[config.mk]
export PLATFORM = sky130hd
export DESIGN_NAME = truth_table_sweeper_flat
export DESIGN_NICKNAME = d
export VERILOG_FILES = /design/src/rtl/tt_sweep_pkg.sv /design/src/rtl/truth_table_sweeper_if.sv /design/src/rtl/tt_settle_timer.sv /design/src/rtl/truth_table_sweeper.sv /design/src/flat_wrapper.sv
export SDC_FILE = /design/constraint.sdc
export NUM_CORES = 1
export LEC_CHECK = 0
export ABC_AREA = 1
export CAP_MARGIN = 20
export CORE_AREA = 8 8 64 66
export CTS_CLUSTER_SIZE = 10
export DETAILED_ROUTE_END_ITERATION = 16
export DIE_AREA = 0 0 72 74
export PLACE_DENSITY_LB_ADDON = 0.15
export SKIP_LAST_GASP = 1
export SYNTH_ARGS = -nofsm -noshare
export SYNTH_HDL_FRONTEND = slang
export SYNTH_SLANG_ARGS = --single-unit
[constraint.sdc]
create_clock -name clk -period 2.67 [get_ports clk]
set_input_delay 0.4005 -clock clk [delete_from_list [all_inputs] [get_ports clk]]
set_output_delay 0.4005 -clock clk [all_outputs]
set_load 0.05 [all_outputs]
[src/rtl/tt_sweep_pkg.sv]
// Shared types and defaults for the truth-table sweeper.
//   state_t  : sweep FSM states
//   code_w() : truth-table code width for a given input count (2**n)
//   DEFAULT_*: default parameter values used by the top, the timer and the interface
package tt_sweep_pkg;

    typedef enum logic [1:0] {
        StIdle   = 2'd0,
        StHold   = 2'd1,
        StFinish = 2'd2
    } state_t;

    localparam int unsigned DEFAULT_N_IN          = 3;
    localparam int unsigned DEFAULT_SETTLE_CYCLES = 4;
    localparam int unsigned DEFAULT_STABLE_CYCLES = 2;

    function automatic int unsigned code_w(input int unsigned n);
        return 32'd1 << n;
    endfunction

endpackage

[src/rtl/truth_table_sweeper_if.sv]
// Control/result bundle between a test host and truth_table_sweeper.
//   master: host side  (drives start, exp_code; reads busy, done, tt_code, match, unstable)
//   slave : sweeper side
interface truth_table_sweeper_if
    import tt_sweep_pkg::*;
#(
    parameter int unsigned N_IN = DEFAULT_N_IN
);
    localparam int unsigned CODE_W = code_w(N_IN);

    logic              start;
    logic [CODE_W-1:0] exp_code;
    logic              busy;
    logic              done;
    logic [CODE_W-1:0] tt_code;
    logic              match;
    logic [CODE_W-1:0] unstable;

    modport master (
        output start, exp_code,
        input  busy, done, tt_code, match, unstable
    );

    modport slave (
        input  start, exp_code,
        output busy, done, tt_code, match, unstable
    );

endinterface

[src/rtl/tt_settle_timer.sv]
// Per-row hold timer for the truth-table sweeper.
// Counts 0..SETTLE_CYCLES-1 while enabled and wraps to 0 after the last count.
//   clk, rst  : clock, synchronous active-high reset
//   clear     : force count to 0 (new sweep)
//   enable    : advance count this cycle
//   last      : count == SETTLE_CYCLES-1 (sampling cycle of the row)
//   in_window : count is inside the final STABLE_CYCLES cycles of the hold window
module tt_settle_timer
    import tt_sweep_pkg::*;
#(
    parameter int unsigned SETTLE_CYCLES = DEFAULT_SETTLE_CYCLES,
    parameter int unsigned STABLE_CYCLES = DEFAULT_STABLE_CYCLES
) (
    input  logic clk,
    input  logic rst,
    input  logic clear,
    input  logic enable,
    output logic last,
    output logic in_window
);
    localparam int unsigned CNT_W = $clog2(SETTLE_CYCLES + 1);

    logic [CNT_W-1:0] count_q;
    logic [CNT_W-1:0] count_d;

    assign last      = (count_q == CNT_W'(SETTLE_CYCLES - 1));
    assign in_window = (count_q >= CNT_W'(SETTLE_CYCLES - STABLE_CYCLES));

    always_comb begin
        count_d = count_q;
        if (clear) begin
            count_d = '0;
        end else if (enable) begin
            count_d = last ? '0 : count_q + 1'b1;
        end
    end

    always_ff @(posedge clk) begin
        if (rst) begin
            count_q <= '0;
        end else begin
            count_q <= count_d;
        end
    end

endmodule

[src/rtl/truth_table_sweeper.sv]
// Truth-table sweeper: drives every input combination into a combinational circuit,
// holds each for SETTLE_CYCLES cycles, samples the output on the last cycle and assembles
// the truth-table code (tt_code[k] = output with input vector k), then compares it against
// the expected code captured at start.
// Ports:
//   clk, rst : clock, synchronous active-high reset
//   ctl      : truth_table_sweeper_if.slave (start/exp_code in; busy/done/tt_code/match/unstable out)
//   dut_in   : vector driven to the circuit under test (MSB = in1)
//   dut_out  : output of the circuit under test
// Build option: define TT_SWEEP_STABILITY_CHECK_EN to flag rows whose output moves during
// the last STABLE_CYCLES cycles of the hold window; flagged rows force match low.
module truth_table_sweeper
    import tt_sweep_pkg::*;
#(
    parameter int unsigned N_IN          = DEFAULT_N_IN,
    parameter int unsigned SETTLE_CYCLES = DEFAULT_SETTLE_CYCLES,
    parameter int unsigned STABLE_CYCLES = DEFAULT_STABLE_CYCLES
) (
    input  logic                   clk,
    input  logic                   rst,
    truth_table_sweeper_if.slave   ctl,
    output logic [N_IN-1:0]        dut_in,
    input  logic                   dut_out
);
    localparam int unsigned CODE_W = code_w(N_IN);
    localparam int unsigned ROW_W  = N_IN + 1;

    state_t            state_q, state_d;
    logic [ROW_W-1:0]  row_q, row_d;
    logic [CODE_W-1:0] tt_q, tt_d;
    logic [CODE_W-1:0] exp_q, exp_d;
    logic              match_q, match_d;
    logic [CODE_W-1:0] unst_d;

    logic accept;
    logic hold;
    logic last;
    logic row_last;

    assign accept   = (state_q == StIdle) && ctl.start;
    assign hold     = (state_q == StHold);
    assign row_last = (row_q == ROW_W'(CODE_W - 1));

`ifdef TT_SWEEP_STABILITY_CHECK_EN
    logic              in_window;
    logic [CODE_W-1:0] unst_q;
    logic              first_q, first_d;
    logic              seen_q, seen_d;

    tt_settle_timer #(
        .SETTLE_CYCLES (SETTLE_CYCLES),
        .STABLE_CYCLES (STABLE_CYCLES)
    ) u_timer (
        .clk       (clk),
        .rst       (rst),
        .clear     (accept),
        .enable    (hold),
        .last      (last),
        .in_window (in_window)
    );

    // First in-window sample of a row is the reference; any later in-window sample that
    // differs marks the row. seen is cleared at the end of each row.
    always_comb begin
        unst_d  = unst_q;
        first_d = first_q;
        seen_d  = seen_q;
        if (accept) begin
            unst_d = '0;
            seen_d = 1'b0;
        end else if (hold && in_window) begin
            if (!seen_q) begin
                first_d = dut_out;
                seen_d  = 1'b1;
            end else if (dut_out != first_q) begin
                unst_d[row_q[N_IN-1:0]] = 1'b1;
            end
            if (last) begin
                seen_d = 1'b0;
            end
        end
    end

    always_ff @(posedge clk) begin
        if (rst) begin
            unst_q  <= '0;
            first_q <= 1'b0;
            seen_q  <= 1'b0;
        end else begin
            unst_q  <= unst_d;
            first_q <= first_d;
            seen_q  <= seen_d;
        end
    end

    assign ctl.unstable = unst_q;
`else
    tt_settle_timer #(
        .SETTLE_CYCLES (SETTLE_CYCLES),
        .STABLE_CYCLES (STABLE_CYCLES)
    ) u_timer (
        .clk       (clk),
        .rst       (rst),
        .clear     (accept),
        .enable    (hold),
        .last      (last),
        .in_window ()
    );

    assign unst_d       = '0;
    assign ctl.unstable = '0;
`endif

    always_comb begin
        state_d = state_q;
        row_d   = row_q;
        tt_d    = tt_q;
        exp_d   = exp_q;
        match_d = match_q;
        unique case (state_q)
            StIdle: begin
                if (ctl.start) begin
                    state_d = StHold;
                    exp_d   = ctl.exp_code;
                    tt_d    = '0;
                    match_d = 1'b0;
                    row_d   = '0;
                end
            end
            StHold: begin
                if (last) begin
                    tt_d[row_q[N_IN-1:0]] = dut_out;
                    if (row_last) begin
                        // Final row: match is evaluated on the completed code so it is
                        // valid in the same cycle as done.
                        state_d = StFinish;
                        row_d   = '0;
                        match_d = (tt_d == exp_q) && (unst_d == '0);
                    end else begin
                        row_d = row_q + 1'b1;
                    end
                end
            end
            StFinish: begin
                state_d = StIdle;
            end
            default: begin
                state_d = StIdle;
            end
        endcase
    end

    always_ff @(posedge clk) begin
        if (rst) begin
            state_q <= StIdle;
            row_q   <= '0;
            tt_q    <= '0;
            exp_q   <= '0;
            match_q <= 1'b0;
        end else begin
            state_q <= state_d;
            row_q   <= row_d;
            tt_q    <= tt_d;
            exp_q   <= exp_d;
            match_q <= match_d;
        end
    end

    // row is forced to 0 outside a sweep, so it doubles as the driven vector.
    assign dut_in    = row_q[N_IN-1:0];
    assign ctl.busy  = hold;
    assign ctl.done  = (state_q == StFinish);
    assign ctl.tt_code = tt_q;
    assign ctl.match   = match_q;

endmodule

[src/flat_wrapper.sv]
// flat-port wrapper written by rule: the top's interface ports become plain ports
module truth_table_sweeper_flat import tt_sweep_pkg::*;
#(
    parameter int unsigned N_IN          = DEFAULT_N_IN,
    parameter int unsigned SETTLE_CYCLES = DEFAULT_SETTLE_CYCLES,
    parameter int unsigned STABLE_CYCLES = DEFAULT_STABLE_CYCLES
)
  (clk, rst, dut_in, dut_out, ctl_start, ctl_exp_code, ctl_busy, ctl_done, ctl_tt_code, ctl_match, ctl_unstable);
  truth_table_sweeper_if #(.N_IN(N_IN)) ctl_i ();
  input  logic clk;
  input  logic rst;
  output logic [N_IN-1:0] dut_in;
  input  logic dut_out;
  input wire logic [$bits(ctl_i.start)-1:0] ctl_start;
  input wire logic [$bits(ctl_i.exp_code)-1:0] ctl_exp_code;
  output wire logic [$bits(ctl_i.busy)-1:0] ctl_busy;
  output wire logic [$bits(ctl_i.done)-1:0] ctl_done;
  output wire logic [$bits(ctl_i.tt_code)-1:0] ctl_tt_code;
  output wire logic [$bits(ctl_i.match)-1:0] ctl_match;
  output wire logic [$bits(ctl_i.unstable)-1:0] ctl_unstable;
  assign ctl_i.start = ctl_start;
  assign ctl_i.exp_code = ctl_exp_code;
  assign ctl_busy = ctl_i.busy;
  assign ctl_done = ctl_i.done;
  assign ctl_tt_code = ctl_i.tt_code;
  assign ctl_match = ctl_i.match;
  assign ctl_unstable = ctl_i.unstable;
  truth_table_sweeper #(.N_IN(N_IN), .SETTLE_CYCLES(SETTLE_CYCLES), .STABLE_CYCLES(STABLE_CYCLES)) u_core (.clk(clk), .rst(rst), .ctl(ctl_i), .dut_in(dut_in), .dut_out(dut_out));
endmodule
## Yosys cells after proc, flatten, opt, wreduce, memory -nomap -nowiden

Cells that the tools add are included.

- Register bits: 26
- Input port bits: 12
- Output and inout port bits: 22
- Word-level logic and storage cells: 46

- Add/sub/neg operators: 2
- Order comparisons: 2
- Equality and inequality tests: 8
- Muxes and demuxes: 19
- Reductions and logical operators: 9

Operators with widths:

| operator | number |
|---|---|
| $mux W8 | 2 |
| $pmux W8 S2 | 1 |
| $mux W4 | 3 |
| $bwmux W8 | 1 |
| $eq A8 B8 Y1 | 1 |
| $pmux W4 S2 | 1 |
| $mux W2 | 3 |
| $reduce_and A3 Y1 | 2 |
| $add A4 B1 Y4 const B | 1 |
| $eq A4 B3 Y1 const B | 1 |
| $lt A3 B4 Y1 const B | 1 |
| $mux W1 | 4 |
| $ne A2 B1 Y1 const B | 2 |
| $pmux W2 S2 | 1 |
| $reduce_and A4 Y1 | 1 |
| $add A3 B1 Y3 const B | 1 |
| $demux W1 S3 | 1 |
| $eq A3 B2 Y1 const B | 1 |
| $ge A3 B1 Y1 const B | 1 |
| $mux W3 | 1 |
| $eq A2 B1 Y1 const B | 1 |
| $eq A2 B2 Y1 const B | 1 |
| $logic_and A1 B1 Y1 | 2 |
| $logic_not A2 Y1 | 1 |
| 5 further kinds | 5 |

## Logic depth before layout (Yosys ltp)

- Depth in word-level cells: 9
- Depth in mapped cells: 10
- Depth with buffers taken out: 10

## Hierarchy

Synthesis repeated with hierarchy kept, for this count alone.

- Cell total of the unflattened synthesis: 225
- Area total of the unflattened synthesis: 1512.7 µm²

Modules (own cells, without submodules):

| module | instances | cells an instance | area an instance (µm²) | sequential area each (µm²) |
|---|---|---|---|---|
| truth_table_sweeper | 1 | 205 | 1361.3 | 460.4 |
| tt_settle_timer | 1 | 20 | 151.4 | 60.1 |

## Least setup slack after synthesis

OpenSTA, ideal clock, no wires.

- Path kind: reg2reg
- Start point: reg u_core.u_timer.count_q[0]
- End point: reg u_core.row_q[0]
- Library setup time: 0.079 ns
- Arrival time: 1.317 ns
- Data required time: 2.591 ns
- Path slack: 1.274 ns
- Cell stages (with the launch flop): 7
- Buffers on the path: 1
- Period minus slack after synthesis: 1.396 ns
- Path through: dfxtp_1 > ha_1 > inv_1 > nor3_4 > nor2_2 > buf_6 > a211oi_2

- Cells in the longest elaborated chain, start to end: 3

Ends and longest elaborated chain:

| what | line | source |
|---|---|---|
| start, declared | tt_settle_timer.sv:23 | `logic [CNT_W-1:0] count_q;` |
| start signal, assigned | tt_settle_timer.sv:42 | `count_q <= count_d;` |
| $eq A3 B2 Y1 | tt_settle_timer.sv:26 | `assign last = (count_q == CNT_W'(SETTLE_CYCLES - 1));` |
| $ne A2 B1 Y1 (no source line) | - |  |
| $reduce_and A3 Y1 (no source line) | - |  |
| end signal, assigned | truth_table_sweeper.sv:162 | `row_q <= row_d;` |
| end, declared | truth_table_sweeper.sv:29 | `logic [ROW_W-1:0] row_q, row_d;` |

Every way passes these cells.
A chain may end at the register's enable or synchronous reset.

## Final worst setup path

- Start point: reg u_core.row_q[2]
- End point: out dut_in[2]

RTL lines:

| what | line | source |
|---|---|---|
| end, declared | flat_wrapper.sv:12 | `output logic [N_IN-1:0] dut_in;` |

No word-level cell between the ends.

==> metrics.txt <==
dpl ws 0.716 ns; placed cell count 285; largest net degree at the start of global routing 18; # DRC 0; Reg clk slew, reported paths 0.14 ns; Synth Instances 222; YS warnings 0; vias in the first global route 1,366; initial antenna violation count 0; CTS tree built; sequential fraction of the synthesis area 35.0%; Cell Chain, Critical Path clkdlybuf4s50_1; hold buffer count at CTS 0; Initial DRC Count 99; Max stage delay on crit path 0.91 ns; CTS buffer count 3; GP Congestion 0.808; Hold Crit Class flip-flop to flip-flop; skew final 0.00293 ns; CTS max path bufs 2; vias per cell 4.94; final setup violation count 0; CP delay by family, top buffers and inverters; Leakage 0.706 nW; slowest stage cell, crit path clkdlybuf4s50_1; Setup TNS 0 ns; Crit path buffers/inverters 1; fin area 0.00175 mm2; fin cells 289; global-route wire length before repair 5910 um; mapped cell area 0.00149 mm2; Root Driver clkbuf_4; DR vias 1,428; maximum VDD drop 0.242 mV; final hold violation count 0; Die Area 0.00533 mm2; Worst-Skew Late Latency 0.31 ns; min Tclk post-route 2.33 ns; die width 72 um; Initial Utilization 46.8%; post-detail-place hpwl 2520 um; GRT Util Overall 13.4%; Pins Over Slew Limit 0; RSZ-0062 raised after global routing false; DP Area 0.00171 mm2; Pwr Density 442 mW/mm2; post-synthesis cell type count 24; Port Buffer Count 25; grt total ovfl 0; Fmax achieved 430 MHz; wire per inst 11.9 um; Final Cycle Share 87.1%; setup repair bufs after CTS 0; synthesized area per cell 6.71 um2; actual slew at the worst max-slew pin 0.557 ns; CTS H-Tree Depth 1; post-cts resize count 0; max_slew headroom 62.8%; final WL 3430 um; Synth area leader dfxtp_1; Critical Path RT 2.27 ns; Core Area 0.00318 mm2; TritonRoute pass-1 iters 4; Top Ports 34; FF+latch count, synth 26; CP Capture Type primary output; crit path DAT 1.93 ns; kind of critical path flip-flop to primary output; Antenna diodes 0; clock sink count 26; CP startpoint kind flip-flop; proportion of layout cells with a drive suffix above 1 6.17%; post-route ant nets 0; die height 74 um; Final Net Count 258; crit path max fanout 16; max_cap viols 0; post-route setup slack 0.344 ns; share of the synthesized area in the top cell type 35.0%; status finished clean; top cells by area, synth dfxtp_1 (35%), nand2_1 (12%), nand3_1 (10%); area grow syn2layout 17.6%; Core Rows 21
-- layout make-up --
cell class	count	area, um2
Fill cell	320	1430
Multi-Input combinational cell	155	751
Sequential cell	26	520
Timing Repair Buffer	28	273
Inverter	30	113
Tap cell	46	57.6
Clock buffer	4	36.3
-- layer usage --
layer	vias up	wire length, um	GRT usage (%)
met1	626	1540	16.4
met4	0	22	5.90
met3	2	298	2.83
met5	-	0	0
met2	47	1570	22.2
li1	753	-	-
-- flip-flops by register name, indices dropped and copies added (netlist names) --
register,cells
u_core.exp_q,8
u_core.state_q,2
u_core.row_q,4
u_core.ctl.tt_code,8
u_core.ctl.match,1
u_core.u_timer.count_q,3
-- Yosys cell counts (all sizes together) --
master	count
dfxtp	26
nand4	9
nand2	52
buf	17
clkinv	1
inv	29
a21oi	24
nand3b	1
conb	1
nand3	31
ha	2
clkbuf	1
a211oi	3
o21ai	9
nor2	13
nor3	3
-- final timing paths --
kind                                     startpoint                      endpoint  slack (ns)  depth (start not counted)
max                    u_core.row_q[2]$_SDFFE_PP0P_                     dut_in[2]        0.34                          1
min                    u_core.exp_q[4]$_SDFFE_PP0P_  u_core.exp_q[4]$_SDFFE_PP0P_        0.48                          2
max reg2reg  u_core.u_timer.count_q[0]$_SDFFE_PP0P_  u_core.row_q[0]$_SDFFE_PP0P_        0.87                          7
min reg2reg            u_core.exp_q[4]$_SDFFE_PP0P_  u_core.exp_q[4]$_SDFFE_PP0P_        0.48                          2
-- power by group --
group	switching, mW	internal [mW]
registers	0.00968	0.403
clock network	0.116	0.0833
logic	0.111	0.0511
-- placed cells by master, fill, tap and decap left out --
cell	Yosys	layout
nand2_2	3	3
nor3_1	2	2
nor2_1	12	12
conb_1	1	8
a211oi_2	1	1
clkdlybuf4s50_1	0	25
a21oi_2	1	1
nand3b_1	1	1
ha_1	2	2
nor2_2	1	1
o21ai_0	9	9
a211oi_1	2	2
clkbuf_4	0	3
nand4_1	9	9
nand3_1	31	31
inv_2	1	1
a21oi_1	23	23
inv_1	28	28
nor3_4	1	1
dfxtp_1	26	26
clkbuf_8	0	1
nand2_1	49	49
buf_4	12	3
clkinv_1	1	1
-- stage by stage --
stage | power, mW | hold slack [ns] | utilization [%]
floorplan | 0.549 | 0.443 | -
global placement | 0.582 | 0.456 | 53.9
detailed placement | 0.583 | 0.462 | 53.9
CTS | 0.783 | 0.481 | 55.1
global route | 0.818 | 0.494 | 55.1
finish | 0.774 | 0.479 | 55.1
-- kinds of logic (layout without fill, tap and decap cells) --
| family | count (synthesis) | in the layout | share of synthesized area, % |
|---|---|---|---|
| simple gates | 109 | 109 | 33.5 |
| compound gates | 36 | 36 | 13.2 |
| flops | 26 | 26 | 35.0 |
| fa+ha+maj | 2 | 2 | 1.68 |
| other cells | 1 | 8 | 0.252 |
| buf+inv | 48 | 62 | 16.4 |
No activity file was read; power rests on OpenSTA's default activity.
==> patch: new RTL, same settings <==
Build with the macro `TT_SWEEP_STABILITY_CHECK_EN` defined.
--- a/src/rtl/truth_table_sweeper.sv
+++ b/src/rtl/truth_table_sweeper.sv
@@ -11,2 +11,4 @@
 // the last STABLE_CYCLES cycles of the hold window; flagged rows force match low.
+`define TT_SWEEP_STABILITY_CHECK_EN
+
 module truth_table_sweeper
Function: changed (a bounded check fails within 10 cycles, from zero or initial values and one cycle with rst high).
==> patch against the original RTL <==
Die area stayed put; highest routed layer unchanged; critical endpoint is now dut_in[0]; count of clock-buffer cells in the layout is 1 higher; clock power is 99% higher; total power is 46% higher; worst hold slack worse by 0.0065 ns; wire length is 41% higher; synthesized area is 30% higher; setup slack worse by 0.0034 ns; sequential cell count is 10 higher; cell area is 34% higher.
==> patch: results (changes against the original RTL) <==
Parameter                              Value

Route
  Post-detailed-route wirelength per cell    13.17 um (+11%)
  Detailed Route Iter0 Violations    167 (+69%)
  Count of vias placed by the detailed router    1917 (+34%)

GRT
  Initial antenna violation count    0 (unchanged)
  Number of global-route vias before repair    1764 (+29%)
  All-layer global routing usage    19.67% (+6.3 points)
  First-pass GRT wire length    8.066 mm (+37%)
  Maximum number of pins on one net before global-route repair    23 (+5)

Clocking
  Worst-Skew Late Latency    0.36 ns (+0.05 ns)
  Post-CTS clock slew at the launch and capture registers of the worst setup and hold paths    0.11 ns (-0.03 ns)
  Deepest level of the CTS H-tree    2 (+1)
  Post-CTS Setup Bufs    0 (unchanged)
  Clk root buf    sky130_fd_sc_hd__clkbuf_4
  Inserted Clock Buffers    5 (+2)
  CTS resizes    0 (unchanged)

Placement
  Post-detailed-placement half-perimeter wirelength    3.702 mm (+47%)
  DP Cell Count    358 (+26%)
  Total of buffers placed on input and output ports    33 (+32%)
  RD Place Congestion    0.9106 (+13%)

Finish
  Count of antenna diodes in the layout    0 (unchanged)
  Number of inserted filler cells in the final layout    270 (-16%)
  Number of standard cells in the final layout excluding fillers    366 (+27%)
  Nets    334 (+29%)
  Fraction of layout cells with a size suffix above 1    10.63% (+4.5 points)

Worst setup path
  CP Data Arrival Time    1.93 ns (about the same)
  Crit path largest cell delay    0.91 ns (about the same)
  Crit path max-delay cell type    sky130_fd_sc_hd__clkdlybuf4s50_1
  Largest fanout on the critical path    14 (-2)

Synthesis
  Mean area per synthesized cell    6.708 um^2 (about the same)
  Most frequent cells after synthesis    73 x sky130_fd_sc_hd__nand2_1, 40 x sky130_fd_sc_hd__inv_1, 36 x sky130_fd_sc_hd__dfxtp_1
  Number of different library cells in the post-synthesis netlist    28 (+17%)
  Sequential share of the synthesized area    37.31% (+2.3 points)
  Biggest area contributors in the synthesized netlist    sky130_fd_sc_hd__dfxtp_1 37%, sky130_fd_sc_hd__nand2_1 14%, sky130_fd_sc_hd__inv_1 7.8%
  Compound-Gate Fraction of Synth Area    14.18% (+0.99 points)
  Most frequent cell after synthesis    sky130_fd_sc_hd__nand2_1
  Xor and xnor area share after synthesis    0% (unchanged)
  Adder-Cell Fraction of Synth Area    1.943% (+0.26 points)
  Top_reg_cell synth    sky130_fd_sc_hd__dfxtp_1
  Post-synth net total    303

STA
  Worst-margin pin slew    0.5304 ns (-0.02620 ns)
  Clock skew after layout    0.01709 ns (+0.01416 ns)

Run status
  Status    complete, no violations

Pwr
  NetSw    0.3255 mW (+38%)
  Lkg Pwr    1.021 nW (+45%)
  Worst IR drop on VDD    0.0004088 V (+69%)

Hold path
  Worst min-delay path class    reg -> reg
[patch: changes by cell type after synthesis, moves of 4 or more]
| cell | change |
|---|---|
| sky130_fd_sc_hd__dfxtp_1 | +10 |
| sky130_fd_sc_hd__inv_2 | +7 |
| sky130_fd_sc_hd__nand2_1 | +24 |
| sky130_fd_sc_hd__nand3_1 | -5 |
| sky130_fd_sc_hd__a21oi_1 | -4 |
| sky130_fd_sc_hd__o21ai_0 | +4 |
| sky130_fd_sc_hd__nor2_1 | +11 |
| sky130_fd_sc_hd__buf_4 | -7 |
| sky130_fd_sc_hd__inv_1 | +12 |
[patch: cell type report]
type                    count  area share (%)
clock buffers               5           1.598
inverters                  50           8.205
repair buffers             36           15.02
well taps                  46           2.451
multi-input cells         190           40.22
clock inverters             3           1.811
flip-flops and latches     36           30.69
[patch: cells by family after synthesis]
kind of cell               count (synthesis)
AOI/OAI and AO/OA                         47
and+or+nand+nor                          140
DFF                                       36
buffers and inverters                     62
adders and majority gates                  3
[patch: routing by layer]
layer / vias up / global-route usage [%] / part of all wire (%)
met5: - / 0 / 0
met4: 0 / 9.977 / 2.0
met3: 8 / 5.526 / 8.7
met2: 74 / 31.17 / 47
met1: 852 / 23.93 / 42
li1: 983 / - / -
[patch: power groups by stage]
stage | combinational, mW | clock [mW] | sequential [mW]
after detailed placement | 0.163 | 0 | 0.583
final | 0.164 | 0.397 | 0.571
after CTS | 0.163 | 0.401 | 0.571
after floorplan | 0.122 | 0 | 0.575
after global placement | 0.160 | 0 | 0.582
after global routing | 0.181 | 0.420 | 0.574
[patch: worst paths after layout]
check | slack (ns) | from | to | cells after the start
worst min register to register | 0.47 | u_core.exp_q[7]$_SDFFE_PP0P_ | u_core.exp_q[7]$_SDFFE_PP0P_ | 2
worst max register to register | 0.82 | u_core.row_q[0]$_SDFFE_PP0P_ | u_core.ctl.match$_SDFFE_PP0P_ | 9
worst min-delay path | 0.47 | u_core.exp_q[7]$_SDFFE_PP0P_ | u_core.exp_q[7]$_SDFFE_PP0P_ | 2
worst max-delay path | 0.34 | u_core.row_q[0]$_SDFFE_PP0P_ | dut_in[0] | 1
[patch: per-stage QoR]
| step | hold slack (ns) | setup slack [ns] | total power, mW | instance area, um^2 | util (%) |
|---|---|---|---|---|---|
| after CTS | 0.4763 | 0.3499 | 1.135 | 2349 | 73.87 |
| after floorplan | 0.4439 | 1.263 | 0.6973 | 1932 | - |
| after global routing | 0.4957 | 0.2614 | 1.175 | 2349 | 73.87 |
| final | 0.4726 | 0.3402 | 1.132 | 2349 | 73.87 |
| after global placement | 0.4563 | 0.5544 | 0.7424 | 2268 | 71.35 |
| after detailed placement | 0.4607 | 0.4990 | 0.7455 | 2268 | 71.35 |
